`config.mk`:
```
export PLATFORM = sky130hd
export DESIGN_NAME = sample_iterator_flat
export DESIGN_NICKNAME = d
export VERILOG_FILES = /design/src/rtl/raster_pkg.sv /design/src/rtl/sample_iterator_if.sv /design/src/rtl/sample_lfsr.sv /design/src/rtl/sample_iterator.sv /design/src/flat_wrapper.sv
export SDC_FILE = /design/constraint.sdc
export NUM_CORES = 1
export LEC_CHECK = 0
export CAP_MARGIN = 20
export CORE_AREA = 5 5 280 282
export DETAILED_ROUTE_END_ITERATION = 10
export DIE_AREA = 0 0 285 287
export GPL_TIMING_DRIVEN = 0
export PLACE_DENSITY_LB_ADDON = 0.3
export SKIP_CTS_REPAIR_TIMING = 1
export SLEW_MARGIN = 5
export SYNTH_ARGS = -nofsm -noshare
export SYNTH_HDL_FRONTEND = slang
export SYNTH_SLANG_ARGS = --single-unit
```
`constraint.sdc`:
```
create_clock -name clk -period 3.1 [get_ports clk]
set_input_delay 0.93 -clock clk [delete_from_list [all_inputs] [get_ports clk]]
set_output_delay 0.93 -clock clk [all_outputs]
set_load 0.01 [all_outputs]
```
`src/rtl/raster_pkg.sv`:
```
// Shared raster-pipe types for the sample iterator: walk states, subsample codes
// and the subsample-to-grid-step mapping.
package raster_pkg;

    typedef enum logic {
        WAIT = 1'b0,
        TEST = 1'b1
    } iter_state_t;

    localparam logic [3:0] SS_1X  = 4'b1000;
    localparam logic [3:0] SS_4X  = 4'b0100;
    localparam logic [3:0] SS_16X = 4'b0010;
    localparam logic [3:0] SS_64X = 4'b0001;

    // Grid pitch in fixed point; an unrecognised code falls back to 1x.
    function automatic int unsigned ss_step(input logic [3:0] sub_sample, input int radix);
        case (sub_sample)
            SS_4X:   return 32'd1 << (radix - 1);
            SS_16X:  return 32'd1 << (radix - 2);
            SS_64X:  return 32'd1 << (radix - 3);
            default: return 32'd1 << radix;
        endcase
    endfunction

endpackage

```
`src/rtl/sample_iterator_if.sv`:
```
// Bus between bbox (R13 side), the sample iterator and sampletest (R14 side).
// Handshake: a triangle moves when validTri_R13H=1 at a clk edge while halt_RnnnnH=1; validSamp_R14H qualifies each sample.
interface sample_iterator_if #(
    parameter int SIGFIG = 24,
    parameter int VERTS  = 3,
    parameter int AXIS   = 3,
    parameter int COLORS = 3
);
    logic [VERTS-1:0][AXIS-1:0][SIGFIG-1:0] tri_R13S;
    logic [COLORS-1:0][SIGFIG-1:0]          color_R13U;
    logic [1:0][1:0][SIGFIG-1:0]            box_R13S;
    logic                                   validTri_R13H;
    logic [3:0]                             subSample_RnnnnU;
    logic                                   halt_RnnnnH;
    logic [VERTS-1:0][AXIS-1:0][SIGFIG-1:0] tri_R14S;
    logic [COLORS-1:0][SIGFIG-1:0]          color_R14U;
    logic [1:0][SIGFIG-1:0]                 sample_R14S;
    logic                                   validSamp_R14H;

    modport master (
        output tri_R13S, color_R13U, box_R13S, validTri_R13H, subSample_RnnnnU,
        input  halt_RnnnnH, tri_R14S, color_R14U, sample_R14S, validSamp_R14H
    );

    modport slave (
        input  tri_R13S, color_R13U, box_R13S, validTri_R13H, subSample_RnnnnU,
        output halt_RnnnnH, tri_R14S, color_R14U, sample_R14S, validSamp_R14H
    );
endinterface

```
`src/rtl/sample_lfsr.sv`:
```
// 16-bit Fibonacci LFSR (taps 16,15,13,4, seed 1) supplying sub-step sample jitter.
module sample_lfsr (
    input  logic        clk,
    input  logic        rst,
    input  logic        advance,
    output logic [15:0] value
);

    always_ff @(posedge clk or negedge rst) begin
        if (!rst) begin
            value <= 16'h0001;
        end else if (advance) begin
            value <= {value[14:0], value[15] ^ value[14] ^ value[12] ^ value[3]};
        end
    end

endmodule

```
`src/rtl/sample_iterator.sv`:
```
// Walks the sample grid of a triangle's bounding box, one sample per cycle, in raster order.
// Optional SAMPLE_JITTER_EN adds LFSR jitter (< step) to the emitted sample positions.
module sample_iterator
    import raster_pkg::*;
#(
    parameter int SIGFIG = 24,
    parameter int RADIX  = 10,
    parameter int VERTS  = 3,
    parameter int AXIS   = 3,
    parameter int COLORS = 3
) (
    input  logic               clk,
    input  logic               rst,
    sample_iterator_if.slave   bus,
    output iter_state_t        state_dbg
);

    typedef logic signed [SIGFIG-1:0] coord_t;

    iter_state_t state_q, state_d;
    coord_t      x_q, x_d, y_q, y_d;
    coord_t      ll_x_q, ur_x_q, ur_y_q, step_q;
    logic        halt_q, halt_d, valid_q, valid_d, accept;
    logic [VERTS-1:0][AXIS-1:0][SIGFIG-1:0] tri_q;
    logic [COLORS-1:0][SIGFIG-1:0]          color_q;

    coord_t in_ll_x, in_ll_y, in_ur_x, in_ur_y, in_step, dx, dy;
    logic   box_aligned;

    assign in_ll_x = bus.box_R13S[0][0];
    assign in_ll_y = bus.box_R13S[0][1];
    assign in_ur_x = bus.box_R13S[1][0];
    assign in_ur_y = bus.box_R13S[1][1];
    assign in_step = coord_t'(ss_step(bus.subSample_RnnnnU, RADIX));
    assign dx      = in_ur_x - in_ll_x;
    assign dy      = in_ur_y - in_ll_y;
    assign box_aligned = ((dx & (in_step - coord_t'(1))) == '0) && !dx[SIGFIG-1]
                      && ((dy & (in_step - coord_t'(1))) == '0) && !dy[SIGFIG-1];

    // The walk ends on exact equality with UR, so an unaligned box would never terminate.
    assert property (@(posedge clk) disable iff (!rst)
        (state_q == WAIT && bus.validTri_R13H) |-> box_aligned);

    always_comb begin
        state_d = state_q;
        x_d     = x_q;
        y_d     = y_q;
        halt_d  = halt_q;
        valid_d = valid_q;
        accept  = 1'b0;
        case (state_q)
            WAIT: begin
                halt_d  = 1'b1;
                valid_d = 1'b0;
                if (bus.validTri_R13H) begin
                    accept  = 1'b1;
                    x_d     = in_ll_x;
                    y_d     = in_ll_y;
                    valid_d = 1'b1;
                    halt_d  = 1'b0;
                    state_d = TEST;
                end
            end
            TEST: begin
                if (x_q != ur_x_q) begin
                    x_d = x_q + step_q;
                end else if (y_q != ur_y_q) begin
                    x_d = ll_x_q;
                    y_d = y_q + step_q;
                end else begin
                    valid_d = 1'b0;
                    halt_d  = 1'b1;
                    state_d = WAIT;
                end
            end
        endcase
    end

    always_ff @(posedge clk or negedge rst) begin
        if (!rst) begin
            state_q <= WAIT;
        end else begin
            state_q <= state_d;
        end
    end

    always_ff @(posedge clk or negedge rst) begin
        if (!rst) begin
            x_q     <= '0;
            y_q     <= '0;
            ll_x_q  <= '0;
            ur_x_q  <= '0;
            ur_y_q  <= '0;
            step_q  <= '0;
            halt_q  <= 1'b1;
            valid_q <= 1'b0;
            tri_q   <= '0;
            color_q <= '0;
        end else begin
            x_q     <= x_d;
            y_q     <= y_d;
            halt_q  <= halt_d;
            valid_q <= valid_d;
            if (accept) begin
                ll_x_q  <= in_ll_x;
                ur_x_q  <= in_ur_x;
                ur_y_q  <= in_ur_y;
                step_q  <= in_step;
                tri_q   <= bus.tri_R13S;
                color_q <= bus.color_R13U;
            end
        end
    end

`ifdef SAMPLE_JITTER_EN
    logic [15:0] lfsr_val;
    coord_t      mask_d, jit_x, jit_y, sx_q, sy_q;

    // One LFSR value per issued sample; the grid registers stay exact for the walk.
    sample_lfsr u_lfsr (
        .clk     (clk),
        .rst     (rst),
        .advance (valid_d),
        .value   (lfsr_val)
    );

    assign mask_d = (accept ? in_step : step_q) - coord_t'(1);
    assign jit_x  = coord_t'(lfsr_val) & mask_d;
    assign jit_y  = coord_t'({lfsr_val[7:0], lfsr_val[15:8]}) & mask_d;

    always_ff @(posedge clk or negedge rst) begin
        if (!rst) begin
            sx_q <= '0;
            sy_q <= '0;
        end else begin
            sx_q <= x_d + jit_x;
            sy_q <= y_d + jit_y;
        end
    end

    assign bus.sample_R14S = {sy_q, sx_q};
`else
    assign bus.sample_R14S = {y_q, x_q};
`endif

    assign bus.halt_RnnnnH    = halt_q;
    assign bus.validSamp_R14H = valid_q;
    assign bus.tri_R14S       = tri_q;
    assign bus.color_R14U     = color_q;
    assign state_dbg          = state_q;

endmodule

```
`src/flat_wrapper.sv`:
```
// flat-port wrapper written by rule: the top's interface ports become plain ports
module sample_iterator_flat import raster_pkg::*;
#(
    parameter int SIGFIG = 24,
    parameter int RADIX  = 10,
    parameter int VERTS  = 3,
    parameter int AXIS   = 3,
    parameter int COLORS = 3
)
  (clk, rst, state_dbg, bus_tri_R13S, bus_color_R13U, bus_box_R13S, bus_validTri_R13H, bus_subSample_RnnnnU, bus_halt_RnnnnH, bus_tri_R14S, bus_color_R14U, bus_sample_R14S, bus_validSamp_R14H);
  sample_iterator_if #(.SIGFIG(SIGFIG), .VERTS(VERTS), .AXIS(AXIS), .COLORS(COLORS)) bus_i ();
  input  logic clk;
  input  logic rst;
  output iter_state_t state_dbg;
  input wire logic [$bits(bus_i.tri_R13S)-1:0] bus_tri_R13S;
  input wire logic [$bits(bus_i.color_R13U)-1:0] bus_color_R13U;
  input wire logic [$bits(bus_i.box_R13S)-1:0] bus_box_R13S;
  input wire logic [$bits(bus_i.validTri_R13H)-1:0] bus_validTri_R13H;
  input wire logic [$bits(bus_i.subSample_RnnnnU)-1:0] bus_subSample_RnnnnU;
  output wire logic [$bits(bus_i.halt_RnnnnH)-1:0] bus_halt_RnnnnH;
  output wire logic [$bits(bus_i.tri_R14S)-1:0] bus_tri_R14S;
  output wire logic [$bits(bus_i.color_R14U)-1:0] bus_color_R14U;
  output wire logic [$bits(bus_i.sample_R14S)-1:0] bus_sample_R14S;
  output wire logic [$bits(bus_i.validSamp_R14H)-1:0] bus_validSamp_R14H;
  assign bus_i.tri_R13S = bus_tri_R13S;
  assign bus_i.color_R13U = bus_color_R13U;
  assign bus_i.box_R13S = bus_box_R13S;
  assign bus_i.validTri_R13H = bus_validTri_R13H;
  assign bus_i.subSample_RnnnnU = bus_subSample_RnnnnU;
  assign bus_halt_RnnnnH = bus_i.halt_RnnnnH;
  assign bus_tri_R14S = bus_i.tri_R14S;
  assign bus_color_R14U = bus_i.color_R14U;
  assign bus_sample_R14S = bus_i.sample_R14S;
  assign bus_validSamp_R14H = bus_i.validSamp_R14H;
  sample_iterator #(.SIGFIG(SIGFIG), .RADIX(RADIX), .VERTS(VERTS), .AXIS(AXIS), .COLORS(COLORS)) u_core (.clk(clk), .rst(rst), .bus(bus_i), .state_dbg(state_dbg));
endmodule
```
After elaboration in Yosys (flattened, before gate mapping). Index checks and enable logic that the tools add are counted. W data, S select, Z words.

Register bits: 435. Input bits: 391. Output and inout bits: 339.

Add/subtract/negate cells: 2. Eq/ne operators: 10. Muxes and demuxes: 21. Bitwise logic cells: 1. Reduce and logical (&&, ||, !) cells: 3.

Operators by type and width (number): $mux W24 (6); $pmux W24 S2 (2); $add A24 B24 Y24 (2); $ne A24 B24 Y1 (2); $pmux W11 S3 (1); $mux W1 (9); $ne A2 B2 Y1 const B (4); $pmux W1 S2 (3); $eq A4 B1 Y1 const B (1); $eq A4 B2 Y1 const B (1); $eq A4 B3 Y1 const B (1); $reduce_and A2 Y1 (2); $ne A3 B3 Y1 const B (1); $reduce_and A3 Y1 (1); $not A1 Y1 (1).

Longest topological paths before layout. Gate-level depths: netlist of the first run.

Word-level depth: 4. Mapped depth: 9. Gate-level depth less buffers: 8.

Worst setup path before layout of the first run. OpenSTA, ideal clock, no wires.

Path kind: input to register. From: input bus_validTri_R13H. To: register u_core.color_q, in the netlist u_core.bus.color_R14U[10]. Data arrival time: 2.314 ns. Required time: 3.035 ns. Path slack: 0.721 ns. Stages: 8. Path buffers: 4. Path through: clkbuf_1 nor2_1 nor2_1 clkbuf_1 clkbuf_1 clkbuf_1 nand2_1 nand2_1.

Longest elaborated chain between the ends: 2.

Ends and longest elaborated chain: from (decl) (RTL line flat_wrapper.sv:18) `input wire logic [$bits(bus_i.validTri_R13H)-1:0] bus_validTri_R13H;`; $mux W1 (RTL line sample_iterator.sv:55) `if (bus.validTri_R13H) begin`; $mux W1 (RTL line sample_iterator.sv:51) `case (state_q)`; to (signal assigned) (RTL line sample_iterator.sv:110) `color_q <= bus.color_R13U;`; to (decl) (RTL line sample_iterator.sv:25) `logic [COLORS-1:0][SIGFIG-1:0] color_q;`.

Every way passes these cells. A chain may end at the register's enable or synchronous reset.

Final worst setup path of the first run.
From: register u_core.y_q[11]. To: register u_core.y_q[9].

Longest elaborated chain between the ends: 3.

Ends and longest elaborated chain: from (decl) (RTL line sample_iterator.sv:21) `coord_t x_q, x_d, y_q, y_d;`; from (signal assigned) (RTL line sample_iterator.sv:101) `y_q <= y_d;`; $ne A24 B24 Y1 (RTL line sample_iterator.sv:67) `end else if (y_q != ur_y_q) begin`; $ne A2 B2 Y1 (no source line); $reduce_and A3 Y1 (no source line).

Every way passes these cells.

==> results.toml, run 1 <==
[layout]
final_nets = 3202
seq_area_mm2 = 0.0104
syn_to_final_growth_pct = 58.4
nFillCells = 7715
drive_gt1_share_pct = 4.65
stdcell_count = 3825
fin_area_mm2 = 0.0281
multi_input_area_mm2 = 0.00686

[yosys]
mappedNetlistNets = 2414
ys_warn_count = 0
yosysMostFrequentCell = "nand2_1"
yosys.area.top_type = "dfrtp_1"
yosysUniqueCellTypes = 66
synthTopCellsByArea = "dfrtp_1 (58%), nand2_1 (24%), clkbuf_1 (2.0%)"
seq_area_frac_synth_pct = 58.6
synth_flop_cell = "dfrtp_1"
ys_seq_elements = 415
async_flop_share_pct = 100
synth_edf_count = 0
yosysTopAreaCellShare_pct = 58.5
syn_area_mm2 = 0.0177
avgSynthCellArea_um2 = 8.80
synth_top_cells_by_count = "nand2_1 (1130), dfrtp_1 (414), clkbuf_1 (94)"
syn_inst = 2013

[power_and_ir_drop]
seqPwrFrac_pct = 43.2
ir_worst_vdd_v = 0.000379
clockPowerShare_pct = 42.5
p_leak_nw = 13.3
internal_power_w = 0.0103
p_sw_w = 0.00359
combPwrFrac_pct = 14.3
swShare_pct = 25.8
power_density_mw_per_mm2 = 495

[floorplanning]
die_x_um = 285
dieArea_mm2 = 0.0818
ios = 730
start_util_pct = 23.5
rows = 101
die_y_um = 287
core_area_mm2 = 0.0754

[placement]
hpwl_um = 62000
dp_cells = 3725
placed_area_mm2 = 0.0264
place_ws_ns = -1.16
io_buffers = 728
place_congestion = 0.889

[clocking]
cts_buffers = 51
h-tree-depth = 2
clkSinkCount = 415
cts_root_buffer = "clkbuf_16"
path_clk_slew_ns = 0.06
cts_tree = "built"
clk-insertion-delay-late_ns = 0.59
cts_buffer_depth = 3

[routing]
wl_per_cell_um = 20.9
drtAntennaViolNets = 0
first_pass_iters = 5
routed_via_density = 4.37
vias = 16700
drtIter0Drc = 991
finalWirelength_um = 79800
drc = 0

[timing]
fmax_ghz = 0.344
finalHoldViolCount = 0
setup-violations-final = 0
fin_crit_ns = 2.90
maxSlewViolCount = 0
fin_ws_ns = 0.196
tightest_slew_ns = 0.921
skew_ns = 0.0222
fin_crit_sh_pct = 93.7
slew_headroom_pct = 38.6
rsz0062_at_grt = "false"
whs_ns = 0.285

[hold_path]
min_path_type = "in -> async"

[worst_setup_path]
arrival_ns = 3.36
path_delay_family = "simple AND/OR/NAND/NOR gates"
cp_max_fo = 10
start_kind = "flip-flop"
required_ns = 3.56
end_kind = "flip-flop"
cpPeakStageDelay_ns = 0.48
worst_path_max_delay_cell = "nor4_2"
path_class = "reg -> reg"
worst-path-buf-inv = 2
crit_top_cell = "clkbuf_1"
cp_cell_sequence = "clkbuf_1 -> xnor2_1 -> nand4_1 -> nor4_2 -> a21oi_1 -> clkbuf_1 -> nand2_1 -> mux2_2"

[global_route]
grt_first_pass_wirelength_um = 116000
grt_max_degree = 104
track_usage_pct = 18.8
overflow = 0
grt_pass1_vias = 17000
antenna_found_initial = 9

[flow_run]
maxCapViolations = 0

[run_status]
outcome = "complete, no violations"
power groups by stage:
stage | registers [W] | logic, W | clock network (W)
floorplan | 0.00614 | 0.000512 | 0
global placement | 0.00611 | 0.00198 | 0
detailed placement | 0.00610 | 0.00200 | 0
CTS | 0.00600 | 0.00201 | 0.00608
global route | 0.00604 | 0.00215 | 0.00630
finish | 0.00601 | 0.00199 | 0.00591
metrics by stage:
step | TNS, ns | utilization (%) | total power [W]
after floorplan | 0 | - | 0.00665
after CTS | -73.29 | 37.1 | 0.0141
after global placement | -8199.08 | 34.8 | 0.00809
after global routing | 0 | 37.2 | 0.0145
final | 0 | 37.2 | 0.0139
after detailed placement | -237.26 | 35.0 | 0.00810
worst register-to-register path: stages, from the launching register on:
cell and delay, ns:
dfrtp_1 0.37, clkbuf_1 0.38, xnor2_1 0.20, nand4_1 0.13, nor4_2 0.48, a21oi_1 0.28, clkbuf_1 0.32, nand2_1 0.27
mux2_2 0.36
metal layers:
layer  GRT usage [%]  up-vias  part of all wire [%]
li1                -     7989                     -
met1            22.4     7986                    39
met2            33.0      613                    50
met3            6.05      105                   8.2
met4            4.42        6                   2.4
met5               0        -                 0.059
flip-flops by register name, summed over array words and instances (netlist names), 4 cells and up:
| register | count |
|---|---|
| u_core.bus.color_R14U | 72 |
| u_core.x_q | 24 |
| u_core.ur_y_q | 24 |
| u_core.bus.tri_R14S | 216 |
| u_core.step_q | 4 |
| u_core.y_q | 24 |
| u_core.ur_x_q | 24 |
| u_core.ll_x_q | 24 |
cells by family (layout without fill, tap and decap cells):
family	count (synthesis)	in the layout	share of synthesized area (%)
AO/OA/AOI/OAI	118	118	4.84
buffers and inverters	120	947	2.75
multiplexers	28	28	1.62
flip-flops	415	415	58.6
AND/OR/NAND/NOR	1261	1261	28.4
other	0	7	0
XOR/XNOR	61	61	3.01
adder cells (fa/ha/maj)	10	10	0.791
cell usage in the layout (no fill, tap or decap), drive strengths merged, types with 23 or more instances in the layout:
master         instances
clkbuf               166
clkdlybuf4s50        727
xor2                  27
buf                   25
xnor2                 34
dfrtp                414
a21oi                 24
mux2i                 23
nor2                  27
nand2               1130
layout make-up:
type | instances | share of cell area [%]
antenna | 7 | 0.0624
buffer | 110 | 1.64
tap | 978 | 4.36
clock inverter | 20 | 0.544
multi-input combinational | 1478 | 24.5
sequential | 415 | 37.0
inverter | 9 | 0.120
timing repair buffer | 736 | 26.5
clock buffer | 72 | 5.33
worst paths after layout:
kind	start	endpoint	slack (ns)	cells past startpoint
max	u_core.y_q[11]	u_core.y_q[9]	0.20	8
min	rst	u_core.ur_x_q[2]	0.28	1
max reg2reg	u_core.y_q[11]	u_core.y_q[9]	0.20	8
min reg2reg	u_core.bus.halt_RnnnnH	u_core.bus.halt_RnnnnH	0.47	2
max in group asynchronous	rst	u_core.bus.tri_R14S[19]	1.39	3
min in group clk	u_core.bus.halt_RnnnnH	u_core.bus.halt_RnnnnH	0.47	2
Note: power is estimated with default switching activity, not from simulation.
==> run 2: changes to the inputs <==
--- a/config.mk
+++ b/config.mk
@@ -6,9 +6,9 @@
 export NUM_CORES = 1
 export LEC_CHECK = 0
 export CAP_MARGIN = 20
-export CORE_AREA = 5 5 280 282
+export CORE_AREA = 5 5 279 281
 export DETAILED_ROUTE_END_ITERATION = 10
-export DIE_AREA = 0 0 285 287
+export DIE_AREA = 0 0 284 286
 export GPL_TIMING_DRIVEN = 0
 export PLACE_DENSITY_LB_ADDON = 0.3
 export SKIP_CTS_REPAIR_TIMING = 1
==> run 2 against run 1 <==
Power down 0.29%; sequential power about the same; via count down 0.93%; global-route usage down 0.19 points; register-to-register slack about the same; wire length down 1.5%; final area down 0.17%; non-clock buffer count down 2; final cell count about the same; first-iteration DRC count down 7.8%; setup slack better by 0.0021 ns; utilization up 0.062 points; critical path type unchanged.
==> results.toml, run 2 (synthesis gave the netlist of run 1 again) <==
[floorplanning]
dieArea_mm2 = 0.0812
core_area_mm2 = 0.0752
ios = 730
rows = 101
start_util_pct = 23.6
die_y_um = 286
die_x_um = 284

[clocking]
clk-insertion-delay-late_ns = 0.59
clkSinkCount = 415
cts_buffer_depth = 3
h-tree-depth = 2
cts_tree = "built"
path_clk_slew_ns = 0.06
cts_buffers = 51
cts_root_buffer = "clkbuf_16"

[placement]
hpwl_um = 60300
io_buffers = 728
place_congestion = 0.859
placed_area_mm2 = 0.0264
place_ws_ns = -1.32
dp_cells = 3724

[timing]
slew_headroom_pct = 31.3
setup-violations-final = 0
tightest_slew_ns = 1.03
skew_ns = 0.0163
maxSlewViolCount = 0
rsz0062_at_grt = "false"
finalHoldViolCount = 0
tns_ns = 0
fin_crit_sh_pct = 93.6
fmax_ghz = 0.345
whs_ns = 0.126
fin_ws_ns = 0.198
fin_crit_ns = 2.90

[global_route]
grt_busiest_layer = "met2"
grt_pass1_vias = 17100
use_met2_pct = 32.5
grt_max_degree = 107
track_usage_pct = 18.6
antenna_found_initial = 10
grt_util_met3_pct = 6.07
grt_first_pass_wirelength_um = 115000
overflow = 0
use_met1_pct = 22.0

[layout]
syn_to_final_growth_pct = 58.2
fin_area_mm2 = 0.0280
final_common_cell = "nand2_1"
final_nets = 3200
stdcell_count = 3822
final_cell_mix = "nand2_1 (1129), clkdlybuf4s50_1 (727), dfrtp_1 (414)"
drive_gt1_share_pct = 4.26
largest_reg_flops = 216

[routing]
first_pass_iters = 5
drc = 0
wl_per_cell_um = 20.6
drtIter0Drc = 914
vias = 16500
routed_via_density = 4.33
finalWirelength_um = 78600
drtAntennaViolNets = 0

[worst_setup_path]
end_kind = "flip-flop"
start_kind = "flip-flop"
cp_cell_sequence = "xnor2_1 -> nand4_1 -> nor4_2 -> a21oi_1 -> clkbuf_1 -> nand2_1 -> mux2_2"
cpPeakStageDelay_ns = 0.52
arrival_ns = 3.38
worst_path_max_delay_cell = "nor4_2"
cp_max_fo = 10
required_ns = 3.57
path_class = "reg -> reg"

[power_and_ir_drop]
power_density_mw_per_mm2 = 495
p_leak_nw = 13.2
ir_worst_vdd_v = 0.000453

[run_status]
outcome = "complete, no violations"

[flow_run]
maxCapViolations = 0

[hold_path]
min_path_type = "in -> async"
-- run 2: area by class of cell --
cell class                      count  area (um2)
Buffer                            110         462
Timing Repair Buffer              734        7420
Clock inverter                     13         138
Inverter                            9        33.8
Fill cell                        7640       47200
Sequential cell                   415       10400
Antenna cell                        4        10.0
Multi-Input combinational cell   1478        6870
Tap cell                          978        1220
Clock buffer                       81        1490
-- run 2: through the flow --
stage,util [%],power [W]
floorplan,-,0.00665
global placement,34.9,0.00806
detailed placement,35.0,0.00807
CTS,37.2,0.0141
global route,37.3,0.0145
finish,37.3,0.0139
-- run 2: layer usage --
metal / up-vias / share of wire [%]
met5: - / 0.088
met4: 10 / 2.8
met3: 127 / 8.0
met2: 567 / 50
met1: 7863 / 39
li1: 7977 / -
-- run 2: path summary, 6_finish.rpt --
kind | slack, ns | start | to | cells after the start
max | 0.20 | u_core.y_q[19] | u_core.y_q[9] | 7
min reg2reg | 0.46 | u_core.bus.halt_RnnnnH | u_core.bus.halt_RnnnnH | 2
min | 0.13 | rst | u_core.bus.color_R14U[68] | 1
max reg2reg | 0.20 | u_core.y_q[19] | u_core.y_q[9] | 7
max in group asynchronous | 1.62 | rst | u_core.bus.tri_R14S[55] | 3
min in group clk | 0.46 | u_core.bus.halt_RnnnnH | u_core.bus.halt_RnnnnH | 2
-- run 2: critical path: cells and delay by family, from the launching register on --
| kind | cells | cell delay (ns) |
|---|---|---|
| AND/OR/NAND/NOR | 3 | 1.01 |
| flip-flops | 1 | 0.47 |
| multiplexers | 1 | 0.36 |
| buffers and inverters | 1 | 0.34 |
| XOR/XNOR | 1 | 0.31 |
| AO/OA/AOI/OAI | 1 | 0.29 |
-- run 2: report_power, final --
| group | internal [W] | switching [W] | total (W) |
|---|---|---|---|
| logic | 0.00116 | 0.000817 | 0.00198 |
| clock network | 0.00340 | 0.00251 | 0.00590 |
| registers | 0.00572 | 0.000264 | 0.00599 |
| total | 0.0103 | 0.00359 | 0.0139 |
